## src/rtl/dispatch_seq_ctrl_pkg.sv

```systemverilog
// Shared types for the dispatcher instruction-ROM sequencer.
// State encodings are common with the dispatcher top level.
package dispatch_seq_ctrl_pkg;

  localparam int DEF_LOG_ROM_SIZE  = 5;
  localparam int DEF_LOG_OUT_PORTS = 3;

  typedef enum logic [1:0] {
    ST_IDLE = 2'd0,
    ST_RUN  = 2'd1,
    ST_FIN  = 2'd2
  } state_t;

endpackage

```

## src/rtl/dispatch_seq_ctrl_stall_popcount.sv

```systemverilog
// Counts free (non-stalled) output ports; purely combinational, no backpressure.
module dispatch_seq_ctrl_stall_popcount #(
  parameter int LOG_OUT_PORTS = 3
) (
  input  logic [2**LOG_OUT_PORTS-1:0] i_stall_word,
  output logic [LOG_OUT_PORTS:0]      o_free
);

  always_comb begin
    o_free = '0;
    for (int i = 0; i < 2**LOG_OUT_PORTS; i++) begin
      o_free = o_free + (LOG_OUT_PORTS+1)'(~i_stall_word[i]);
    end
  end

endmodule

```

## src/rtl/dispatch_seq_ctrl.sv

```systemverilog
// Walks a ROM program window issuing up to one word per free output port each cycle.
// First read one cycle after start; all-stalled cycles issue nothing and freeze the pointer.
module dispatch_seq_ctrl
  import dispatch_seq_ctrl_pkg::*;
#(
  parameter int LOG_ROM_SIZE  = DEF_LOG_ROM_SIZE,
  parameter int LOG_OUT_PORTS = DEF_LOG_OUT_PORTS
) (
  input  logic                        i_clk,
  input  logic                        i_rst_n,
  input  logic                        i_start,
  input  logic                        i_abort,
  input  logic [LOG_ROM_SIZE-1:0]     i_base_addr,
  input  logic [LOG_ROM_SIZE:0]       i_length,
  input  logic [2**LOG_OUT_PORTS-1:0] i_stall_word,
  output logic                        o_read,
  output logic [LOG_ROM_SIZE-1:0]     o_addr,
  output logic [LOG_OUT_PORTS:0]      o_n_v_out,
  output logic                        o_busy,
  output logic                        o_done,
  output logic [LOG_ROM_SIZE:0]       o_issued_cnt
);

  state_t                    r_state;
  state_t                    w_next_state;
  logic [LOG_ROM_SIZE-1:0]   r_ptr;
  logic [LOG_ROM_SIZE:0]     r_remaining;
  logic [LOG_ROM_SIZE:0]     r_issued_cnt;
  logic [LOG_OUT_PORTS:0]    w_free;
  logic [LOG_ROM_SIZE:0]     w_free_ext;
  logic [LOG_ROM_SIZE:0]     w_n_ext;
  logic [LOG_OUT_PORTS:0]    w_n;

  dispatch_seq_ctrl_stall_popcount #(
    .LOG_OUT_PORTS (LOG_OUT_PORTS)
  ) u_stall_popcount (
    .i_stall_word (i_stall_word),
    .o_free       (w_free)
  );

  // Words this cycle: free ports, capped by what is left of the program.
  assign w_free_ext = (LOG_ROM_SIZE+1)'(w_free);
  assign w_n_ext    = (w_free_ext < r_remaining) ? w_free_ext : r_remaining;
  assign w_n        = (LOG_OUT_PORTS+1)'(w_n_ext);

  always_ff @(posedge i_clk or negedge i_rst_n) begin
    if (!i_rst_n) begin
      r_state <= ST_IDLE;
    end else begin
      r_state <= w_next_state;
    end
  end

  always_comb begin
    w_next_state = r_state;
    if (i_abort) begin
      w_next_state = ST_IDLE;
    end else begin
      case (r_state)
        ST_IDLE: if (i_start) w_next_state = (i_length != '0) ? ST_RUN : ST_FIN;
        ST_RUN:  if (r_remaining == w_n_ext) w_next_state = ST_FIN;
        ST_FIN:  w_next_state = ST_IDLE;
        default: w_next_state = ST_IDLE;
      endcase
    end
  end

  always_comb begin
    o_read    = 1'b0;
    o_n_v_out = '0;
    o_busy    = 1'b0;
    o_done    = 1'b0;
    case (r_state)
      ST_RUN: begin
        o_busy = 1'b1;
        if (!i_abort) begin
          o_n_v_out = w_n;
          o_read    = (w_n != '0);
        end
      end
      ST_FIN:  o_done = !i_abort;
      default: ;
    endcase
  end

  // Abort clears the window but keeps the count of what actually went out.
  always_ff @(posedge i_clk or negedge i_rst_n) begin
    if (!i_rst_n) begin
      r_ptr        <= '0;
      r_remaining  <= '0;
      r_issued_cnt <= '0;
    end else if (i_abort) begin
      r_ptr       <= '0;
      r_remaining <= '0;
    end else begin
      case (r_state)
        ST_IDLE: begin
          if (i_start) begin
            r_issued_cnt <= '0;
            if (i_length != '0) begin
              r_ptr       <= i_base_addr;
              r_remaining <= i_length;
            end
          end
        end
        ST_RUN: begin
          r_ptr        <= r_ptr + LOG_ROM_SIZE'(w_n_ext);
          r_remaining  <= r_remaining - w_n_ext;
          r_issued_cnt <= r_issued_cnt + w_n_ext;
        end
        default: ;
      endcase
    end
  end

  assign o_addr       = r_ptr;
  assign o_issued_cnt = r_issued_cnt;

endmodule
```

## config.mk

```make
export PLATFORM = sky130hd
export DESIGN_NAME = dispatch_seq_ctrl
export DESIGN_NICKNAME = d
export VERILOG_FILES = /design/src/rtl/dispatch_seq_ctrl_pkg.sv /design/src/rtl/dispatch_seq_ctrl_stall_popcount.sv /design/src/rtl/dispatch_seq_ctrl.sv
export SDC_FILE = /design/constraint.sdc
export NUM_CORES = 1
export LEC_CHECK = 0
export ABC_CLOCK_PERIOD_IN_PS = 6400
export CELL_PAD_IN_SITES_DETAIL_PLACEMENT = 0
export CELL_PAD_IN_SITES_GLOBAL_PLACEMENT = 1
export CORE_MARGIN = 2
export CORE_UTILIZATION = 38
export DETAILED_ROUTE_END_ITERATION = 8
export PLACE_DENSITY = 0.79
export SYNTH_ARGS = -nofsm -noshare
export SYNTH_HDL_FRONTEND = slang
export SYNTH_SLANG_ARGS = --single-unit
```

## constraint.sdc

```tcl
create_clock -name i_clk -period 6.4 [get_ports i_clk]
set_clock_uncertainty 0.05 [all_clocks]
set_input_delay 1.28 -clock i_clk [delete_from_list [all_inputs] [get_ports i_clk]]
set_output_delay 1.28 -clock i_clk [all_outputs]
set_load 0.01 [all_outputs]
```

==> impl_metrics.py, run 1 <==
metrics = {
    "status": {
        "status": "complete, no violations",
    },
    "power": {
        "powerDensity_mw_per_mm2": 513,
        "leakagePower_nw": 1.13,
        "vdd_drop_max_mv": 0.224,
        "total_power_mw": 1.30,
    },
    "job": {
        "maxCapViolations": 0,
    },
    "yosys": {
        "syn_area_per_cell_um2": 9.09,
        "synth-edff-count": 0,
        "yosysTopAreaCell": "dfrtp_1",
        "syn_area_mm2": 0.00185,
        "synth_top_area_share_pct": 25.6,
        "yosys_warnings": 0,
        "synth_seq_cells": 19,
        "synth.distinct_cells": 52,
        "synth_cells": 204,
        "async_reset_ff_share_pct": 100,
        "yosysSeqAreaShare_pct": 25.6,
        "yosys_most_used_dff": "dfrtp_1",
        "synth_area_leaders": "dfrtp_1, ha_1, fa_1",
        "synthesis.nets": 253,
    },
    "detailed_routing": {
        "ant_nets": 0,
        "drtIter0Drc": 103,
        "wl_per_cell_um": 14.1,
        "vias_per_cell": 5.04,
        "drc_errors": 0,
        "routed_wl_mm": 4.65,
        "vias": 1657,
        "first_pass_iters": 4,
    },
    "critical_path": {
        "cp-end-kind": "output port",
        "arrival_ns": 4.92,
        "r2r_slack_ns": 3.06,
        "r2r_end": "o_issued_cnt[4]$_DFFE_PN0P_",
        "reg2reg_from": "r_remaining[1]$_DFFE_PN0P_",
        "crit_end": "o_read",
        "crit_type": "in2out",
        "crit_start": "i_stall_word[0]",
        "r2r_cells": 14,
        "critPathMaxFanout": 6,
        "required_ns": 5.07,
        "startpoint_type": "input port",
    },
    "final_layout": {
        "final_area_mm2": 0.00253,
        "final_cell_count_no_fill": 329,
        "layout-drive-gt1-share_pct": 19.5,
        "fin_nets": 312,
        "final_common_cell": "clkdlybuf4s50_1",
        "areaGrowthSynthToFinish_pct": 36.2,
        "final_cell_mix": "clkdlybuf4s50_1, nand2_1, dfrtp_1, buf_4, ha_1",
        "fin_util_pct": 53.5,
        "n_antenna_cell": 0,
    },
    "clocking": {
        "cts_max_path_buffers": 2,
        "tritoncts": "built",
        "hold_buffers": 0,
        "htreeDepth": 1,
        "clk_latency_ns": 0.26,
        "cts_sinks": 19,
        "cts.reportedPaths.clkPinSlew_ns": 0.09,
        "clockRootBuffer": "clkbuf_8",
        "numCtsBuffers": 3,
    },
    "placement": {
        "placed_area_mm2": 0.00242,
        "dp_slack_ns": -0.576,
        "gp_congestion": 0.838,
        "dp.cells": 322,
        "hpwl_mm": 3.52,
        "portBuffers": 40,
    },
    "timing": {
        "fmax_mhz": 160,
        "layout_setup_ws_ns": 0.149,
        "slew_violations": 0,
        "worst_pin_slew_ns": 0.965,
        "setup_viol": 0,
        "period_share_pct": 97.7,
        "hold_viol": 0,
        "max-slew-margin-rel_pct": 35.5,
        "hold_ws_ns": 0.471,
        "finalCriticalPeriod_ns": 6.25,
        "rsz0062_at_grt": "false",
        "fin_setup_tns_ns": 0,
    },
    "min_path": {
        "hp-class": "reg2reg",
    },
    "floorplan": {
        "start_util_pct": 39.3,
        "die_h_um": 73.9,
        "rows": 25,
        "io_pins": 41,
        "dieArea_mm2": 0.00545,
        "core_area_mm2": 0.00472,
        "die_x_um": 73.9,
    },
    "global_routing": {
        "grt_max_degree": 20,
        "grt_pass1_vias": 1589,
        "antenna_found_initial": 0,
        "grt_pass1_wl_mm": 7.71,
        "grt_usage_pct": 18.3,
        "grt_overflow": 0,
    },
}
==> power by group <==
part           internal, mW  switching, mW  leakage, nW
combinational         0.520          0.472        0.857
sequential            0.163         0.0514        0.252
clock                0.0439         0.0456       0.0217
==> layer usage <==
metal	track usage, %	routed length (µm)	share of wire [%]
met5	0	0	0
met4	3.03	19	0.41
met3	2.19	199	4.3
met1	26.2	2320	50
met2	30.2	2110	45
==> registers in the layout, indices dropped and copies added, names as in the netlist <==
signal,flops
o_issued_cnt,6
r_remaining,6
o_addr,5
r_state,2
==> what timing repair did <==
item | in CTS | in global routing
pin swaps | 8 | 3
setup buffers | 3 | 0
resized for setup | 33 | 5
endpoints found under the setup margin | 10 | 10
==> synthesized netlist by cell type, drive strengths merged, types with 3 or more instances <==
| cell | number |
|---|---|
| a21o | 4 |
| nand2 | 27 |
| or4 | 3 |
| a21oi | 13 |
| buf | 5 |
| or3 | 4 |
| mux2i | 8 |
| xnor2 | 3 |
| fa | 7 |
| inv | 16 |
| ha | 19 |
| o21ai | 18 |
| dfrtp | 19 |
| mux2 | 3 |
| nor2 | 12 |
| o21a | 3 |
| nor2b | 3 |
| nand2b | 4 |
==> area by class of cell <==
class | instances | area (µm²)
Inverter | 16 | 60.1
Fill cell | 448 | 2200
Tap cell | 67 | 83.8
Clock buffer | 3 | 41.3
Multi-Input combinational cell | 163 | 1330
Sequential cell | 19 | 475
Clock inverter | 1 | 7.51
Timing Repair Buffer | 60 | 526
==> logic make-up (layout without fill, tap and decap cells) <==
group,count (synthesis),after routing,synth area share [%]
AO/OA/AOI/OAI,58,58,22.0
XOR/XNOR,5,5,2.36
adder cells (fa/ha/maj),26,26,20.4
buffers and inverters,22,80,5.60
flip-flops,19,19,25.6
multiplexers,11,11,6.34
other,1,1,0.202
AND/OR/NAND/NOR,62,62,17.5
==> worst min-delay path by stage <==
stage          slack (ns)  cells past startpoint                          end                        start
5_1_grt              0.51                      2  o_issued_cnt[2]$_DFFE_PN0P_  o_issued_cnt[2]$_DFFE_PN0P_
2_1_floorplan        0.43                      2   r_remaining[5]$_DFFE_PN0P_   r_remaining[5]$_DFFE_PN0P_
3_3_place_gp         0.45                      2  o_issued_cnt[3]$_DFFE_PN0P_  o_issued_cnt[3]$_DFFE_PN0P_
4_1_cts              0.48                      2  o_issued_cnt[3]$_DFFE_PN0P_  o_issued_cnt[3]$_DFFE_PN0P_
6_report             0.47                      2  o_issued_cnt[3]$_DFFE_PN0P_  o_issued_cnt[3]$_DFFE_PN0P_
3_5_place_dp         0.46                      2  o_issued_cnt[3]$_DFFE_PN0P_  o_issued_cnt[3]$_DFFE_PN0P_
==> worst max-delay path, stage by stage <==
cell	delay, ns
dlygate4sd2_1	0.25
fa_1	0.52
inv_1	0.05
fa_1	0.49
fa_1	0.42
ha_2	0.20
fa_2	0.57
ha_4	0.22
a2111oi_4	0.33
buf_4	0.18
nor2_4	0.05
o211a_1	0.23
buf_2	0.13
(Power assumes the default switching activity.)
==> run 2, diff against run 1 <==
--- a/config.mk
+++ b/config.mk
@@ -12,6 +12,7 @@
 export CORE_UTILIZATION = 38
 export DETAILED_ROUTE_END_ITERATION = 8
 export PLACE_DENSITY = 0.79
+export SLEW_MARGIN = 20
 export SYNTH_ARGS = -nofsm -noshare
 export SYNTH_HDL_FRONTEND = slang
 export SYNTH_SLANG_ARGS = --single-unit
==> results of run 2 <==
The final DEF is identical to that of run 1; final timing and power are the same.
